## config.mk

```make
export PLATFORM = sky130hd
export DESIGN_NAME = adc_capture
export DESIGN_NICKNAME = d
export VERILOG_FILES = /design/src/rtl/adc_capture.sv
export SDC_FILE = /design/constraint.sdc
export NUM_CORES = 1
export LEC_CHECK = 0
export CELL_PAD_IN_SITES_DETAIL_PLACEMENT = 2
export CELL_PAD_IN_SITES_GLOBAL_PLACEMENT = 2
export CORE_ASPECT_RATIO = 1.75
export CORE_UTILIZATION = 25
export CTS_CLUSTER_SIZE = 12
export DETAILED_ROUTE_END_ITERATION = 10
export GPL_TIMING_DRIVEN = 0
export PLACE_DENSITY_LB_ADDON = 0.12
export SKIP_CTS_REPAIR_TIMING = 1
export SLEW_MARGIN = 40
export SYNTH_ARGS = -nofsm -noshare
export SYNTH_HDL_FRONTEND = slang
export SYNTH_SLANG_ARGS = --single-unit
export TNS_END_PERCENT = 5
```

## constraint.sdc

```tcl
create_clock -name clk_10MHz -period 5.4 [get_ports clk_10MHz]
set_clock_uncertainty 0.05 [all_clocks]
set_input_delay 1.62 -clock clk_10MHz [delete_from_list [all_inputs] [get_ports clk_10MHz]]
set_output_delay 1.62 -clock clk_10MHz [all_outputs]
set_load 0.02 [all_outputs]
```

## src/rtl/adc_capture.sv

```systemverilog
`timescale 1ns / 1ps
`default_nettype none
// ============================================================================
//  Module   : adc_capture
//  Purpose  : Conversion sequencer for a parallel-output ADC. Runs the
//             CONVST/RD/PD handshake, averages 2^AVG_LOG2 conversions per
//             request, flags EOC timeouts, powers down while unlocked.
//  Revision : 1.0  initial release
// ============================================================================
module adc_capture #(
    parameter int DATA_W     = 12,
    parameter int AVG_LOG2   = 2,
    parameter int CONVST_LOW = 2,
    parameter int RD_LOW     = 2,
    parameter int TIMEOUT    = 64,
    parameter int WAKE_CYC   = 16
) (
    input  logic              clk_10MHz,
    input  logic              reset,
    input  logic              locked,
    input  logic              start,
    input  logic              ADC_EOC,
    input  logic [DATA_W-1:0] ADC_DATA,
    output logic              ADC_CONVST,
    output logic              ADC_RD,
    output logic              ADC_PD,
    output logic              ready,
    output logic [DATA_W-1:0] sample_data,
    output logic              sample_valid,
    output logic              timeout_err
);

    localparam int ACC_W = DATA_W + AVG_LOG2;
    localparam int CNT_W = $clog2(TIMEOUT + WAKE_CYC + CONVST_LOW + RD_LOW + 1);
    localparam int NUM_W = AVG_LOG2 + 1;

    localparam logic [NUM_W-1:0] LAST_CONV  = NUM_W'((1 << AVG_LOG2) - 1);
    localparam logic [CNT_W-1:0] WAKE_END   = CNT_W'(WAKE_CYC - 1);
    localparam logic [CNT_W-1:0] CONVST_END = CNT_W'(CONVST_LOW - 1);
    localparam logic [CNT_W-1:0] RD_END     = CNT_W'(RD_LOW - 1);
    localparam logic [CNT_W-1:0] TMO_END    = CNT_W'(TIMEOUT - 1);

    typedef enum logic [2:0] {
        S_OFF      = 3'd0,
        S_WAKE     = 3'd1,
        S_IDLE     = 3'd2,
        S_CONV     = 3'd3,
        S_WAIT_EOC = 3'd4,
        S_READ     = 3'd5,
        S_RELEASE  = 3'd6,
        S_DONE     = 3'd7
    } state_t;

    state_t             state;
    state_t             state_n;
    logic               eoc_meta;
    logic               eoc_s;
    logic [CNT_W-1:0]   cnt;
    logic [NUM_W-1:0]   conv_cnt;
    logic [ACC_W-1:0]   acc;
    logic               rd_done;
    logic               clr_req;
    logic               tmo_hit;

    // Two-flop synchronizer for the asynchronous end-of-conversion input.
    always_ff @(posedge clk_10MHz) begin
        if (!reset) begin
            eoc_meta <= 1'b1;
            eoc_s    <= 1'b1;
        end else begin
            eoc_meta <= ADC_EOC;
            eoc_s    <= eoc_meta;
        end
    end

    // Next-state decode; losing lock overrides every other decision.
    always_comb begin
        state_n = state;
        clr_req = 1'b0;
        tmo_hit = 1'b0;
        case (state)
            S_OFF:      if (locked) state_n = S_WAKE;
            S_WAKE:     if (cnt == WAKE_END) state_n = S_IDLE;
            S_IDLE: begin
                if (start && ready) begin
                    state_n = S_CONV;
                    clr_req = 1'b1;
                end
            end
            S_CONV:     if (cnt == CONVST_END) state_n = S_WAIT_EOC;
            S_WAIT_EOC: begin
                if (!eoc_s) begin
                    state_n = S_READ;
                end else if (cnt == TMO_END) begin
                    state_n = S_IDLE;
                    tmo_hit = 1'b1;
                end
            end
            S_READ:     if (cnt == RD_END) state_n = S_RELEASE;
            S_RELEASE: begin
                if (eoc_s) begin
                    state_n = (conv_cnt == LAST_CONV) ? S_DONE : S_CONV;
                end else if (cnt == TMO_END) begin
                    state_n = S_IDLE;
                    tmo_hit = 1'b1;
                end
            end
            S_DONE:     state_n = S_IDLE;
            default:    state_n = S_OFF;
        endcase
        if (!locked) begin
            state_n = S_OFF;
            clr_req = 1'b0;
            tmo_hit = 1'b0;
        end
    end

    // State register, per-state cycle counter (zeroed on every state change),
    // conversion count and accumulator.
    always_ff @(posedge clk_10MHz) begin
        if (!reset) begin
            state    <= S_OFF;
            cnt      <= '0;
            conv_cnt <= '0;
            acc      <= '0;
            rd_done  <= 1'b0;
        end else begin
            state   <= state_n;
            cnt     <= (state_n != state) ? '0 : cnt + 1'b1;
            // Data is captured one edge after READ ends, on the edge RD rises.
            rd_done <= (state == S_READ) && (state_n == S_RELEASE);
            if (clr_req) begin
                conv_cnt <= '0;
                acc      <= '0;
            end else begin
                if ((state == S_RELEASE) && (state_n == S_CONV)) begin
                    conv_cnt <= conv_cnt + 1'b1;
                end
                if (rd_done) begin
                    acc <= acc + ACC_W'(ADC_DATA);
                end
            end
        end
    end

    // Registered outputs, decoded from the current state and forced safe
    // as soon as lock is lost.
    always_ff @(posedge clk_10MHz) begin
        if (!reset) begin
            ADC_CONVST   <= 1'b1;
            ADC_RD       <= 1'b1;
            ADC_PD       <= 1'b1;
            ready        <= 1'b0;
            sample_data  <= '0;
            sample_valid <= 1'b0;
            timeout_err  <= 1'b0;
        end else begin
            ADC_CONVST   <= !((state == S_CONV) && locked);
            ADC_RD       <= !((state == S_READ) && locked);
            ADC_PD       <= (state == S_OFF) || !locked;
            ready        <= (state == S_IDLE) && locked;
            sample_valid <= (state == S_DONE) && locked;
            timeout_err  <= tmo_hit;
            if ((state == S_DONE) && locked) begin
                sample_data <= DATA_W'(acc >> AVG_LOG2);
            end
        end
    end

endmodule
`default_nettype wire

```

==> impl_metrics.yaml <==
status:
  status: "finished, final reports clean"
pwr:
  peakVddDrop_mv: 0.1267
  p_leak_uw: 0.001137
  power_uw: 779.3
  pwr-share-seq_pct: 45.9
  clockPowerShare_pct: 47.7
  p_comb_share_pct: 6.5
  switchingPower_uw: 178.2
  internal-power_uw: 601.1
  p_per_area_nw_per_um2: 242.6
  netSwitchingFraction_pct: 22.87
sta:
  fmax_mhz: 243.9
  timing.final.ws_setup_ns: 1.300
  rsz0062_at_grt: "false"
  setup-tns-final_ns: 0
  setup_violations: 0
  fin_crit_sh_pct: 75.93
  slew_violations: 0
  tightest_slew_ns: 0.6937
  hold_ws_ns: 0.3653
  slew_headroom_pct: 53.26
  final.min_clock_period_ns: 4.100
  hold_viol_final: 0
routing:
  postRouteAntennaNets: 0
  drtPass1Iterations: 4
  vias: 2292
  viasPerCell: 4.918
  drc: 0
  routedWlPerCell_um: 16.60
  drt-total-wl_um: 7734
  drt_iter0_markers: 37
critical_path:
  cp_num_buf_inv: 2
  crit_family: "compound AO/OA/AOI/OAI gates"
  path_cells: "clkdlybuf4s50_1 > ha_1 > inv_1 > fa_1 > nor2b_1 > o21a_1 > o21ai_0 > a21oi_1 > or4_1 > nand3_1 > a21oi_1"
  cp.arrival_ns: 4.21
  cp.required_ns: 5.51
  cp-startpoint: "ADC_DATA[0]"
  crit_slowest_cell: "o21ai_0"
  cp_common_cell: "a21oi_1"
  end_kind: "register"
  worst-setup-path-type: "input pin to register"
  cp_max_fo: 4
  cp-start-kind: "input pin"
  slowest_delay_ns: 0.56
  regToRegStartpoint: "acc[0]$_SDFFE_PP0P_"
synthesis:
  synthesis.area_um2: 2532
  synthAdderAreaFrac_pct: 8.696
  synth_warnings: 0
  syn_inst: 299
  synth_edf_count: 0
  synthTopCellsByArea: "dfxtp_1 (38%), ha_1 (7.9%), nand2_1 (5.2%)"
  ys_seq_area_share_pct: 37.94
  synthMuxAreaShare_pct: 2.767
  ys_ff_latch: 48
  synthFlopType: "dfxtp_1"
  synth_top_area_cell: "dfxtp_1"
  synth_most_common_cell: "dfxtp_1"
  syn_area_per_cell_um2: 8.470
  synth_xor_area_share_pct: 4.496
  synth-compound-area-share_pct: 18.38
  syn_nets: 333
  synthTopCellsByCount: "dfxtp_1 (48), nand2_1 (35), nor2_1 (28), a21oi_1 (21), ha_1 (16)"
  synthArstFlopShare_pct: 0
  yosys.area_share.simple_pct: 23.81
  synth_top_area_share_pct: 37.94
  synth_top_family_by_area: "simple AND/OR/NAND/NOR gates"
  synth_cell_types: 46
placement:
  place_ws_ns: 0.9052
  gp_congestion: 0.7603
  io_buffer_count: 34
  dp.final_hpwl_um: 6249
global_route:
  first_global_vias: 2591
  grt_antenna_before_repair: 0
  overflow: 0
  grt_pass1_wl_um: 12840
  grt_max_degree: 17
  globalRouteTotalUtil_pct: 15.99
finish:
  syn2layout_area_growth_pct: 26.83
  drive_above_1_share_pct: 5.279
  post-route-util_pct: 32.61
  finalNetCount: 374
  diodes: 0
die:
  die_width_um: 78.08
  core_area_um2: 9849
  num_rows: 48
  die_h_um: 135.1
  io_pins: 35
  die-area_um2: 10550
  initial_core_util_pct: 25.71
clocking:
  clockRootBuffer: "clkbuf_16"
  cts-htree-levels: 2
  clkLatencyLatePin_ns: 0.29
  cts.sink_count: 48
  clockBufferDepth: 2
  tritoncts: "done"
  clk_pin_slew_worst_paths_ns: 0.07
  cts_buffers: 5
run:
  drv_cap: 0
hold_path:
  worst_hold_startpoint: "eoc_meta$_SDFF_PN1_"
  hp-class: "register to register"
[worst paths after layout]
kind | endpoint | slack [ns] | depth (start not counted)
worst max-delay path | acc[10]$_SDFFE_PP0P_ | 1.30 | 11
worst min-delay path | eoc_s$_SDFF_PN1_ | 0.37 | 1
worst max register to register | acc[10]$_SDFFE_PP0P_ | 2.74 | 10
worst min register to register | eoc_s$_SDFF_PN1_ | 0.37 | 1
[per-stage QoR]
step,cell area [um^2],cells
after floorplan,2532,299
after global placement,3029,458
after detailed placement,3040,458
after CTS,3212,466
after global routing,3212,466
final,3212,466
[power groups by stage]
stage	combinational, uW	sequential (uW)	clock, uW
floorplan	27.4	366	0
global placement	49.6	366	0
detailed placement	51.5	366	0
CTS	51.7	357	387
global route	56.2	358	397
finish	50.3	357	372
[routing by layer]
layer | part of all wire, % | track usage, % | routed length [um] | up-vias
li1 | - | - | - | 1120
met1 | 37 | 14.90 | 2843 | 1132
met2 | 59 | 33.14 | 4537 | 29
met3 | 1.8 | 2.222 | 141 | 11
met4 | 2.7 | 6.790 | 212 | 0
met5 | 0 | 0 | 0 | -
[worst reg2reg max path, cell delays in order, from the launching register on]
cell and delay (ns):
dfxtp_1 0.31, ha_1 0.20, inv_1 0.07, fa_1 0.21, nor2b_1 0.06, o21a_1 0.18, o21ai_0 0.56, a21oi_1 0.21
or4_1 0.51, nand3_1 0.10, a21oi_1 0.07
[area by class of cell]
class                           count  area, um^2
Timing Repair Buffer               34       340.3
Buffer                             15       61.31
Fill cell                        1152        6638
Clock inverter                      3       46.29
Tap cell                          125       156.4
Inverter                           10       37.54
Multi-Input combinational cell    226        1484
Clock buffer                        5       125.1
Sequential cell                    48       960.9
[registers in the layout, indices dropped and copies added (netlist names)]
signal        flops
rd_done           1
ADC_CONVST        1
eoc_meta          1
eoc_s             1
sample_data      12
conv_cnt          3
sample_valid      1
ADC_PD            1
state             3
cnt               7
ADC_RD            1
acc              14
timeout_err       1
ready             1
[cells by family (layout without fill, tap and decap cells)]
logic type                 Yosys count  after routing
xor gates and xnor gates            13             13
muxes                                7              7
AOI/OAI and AO/OA                   68             68
DFF                                 48             48
buffers and inverters               25             67
adders and majority gates           17             17
and+or+nand+nor                    121            121
[placed cells by master (no fill, tap or decap), drive strengths merged, types with 2 or more instances in the layout]
master         count
ha                16
nor3               9
nand2b            11
nand4              4
a211oi             4
inv               11
nor2              28
a21boi            14
nand2             35
clkdlybuf4s50     34
o21a               3
o22ai              3
or4                2
a41oi              2
o21ai              9
dfxtp             48
mux2i              7
nand3              7
and3               4
or3                2
clkbuf            16
xnor2              9
nand3b             3
buf                4
and2               4
a21oi             21
nor2b              9
xor2               4
Power figures use the tool's default switching activity.
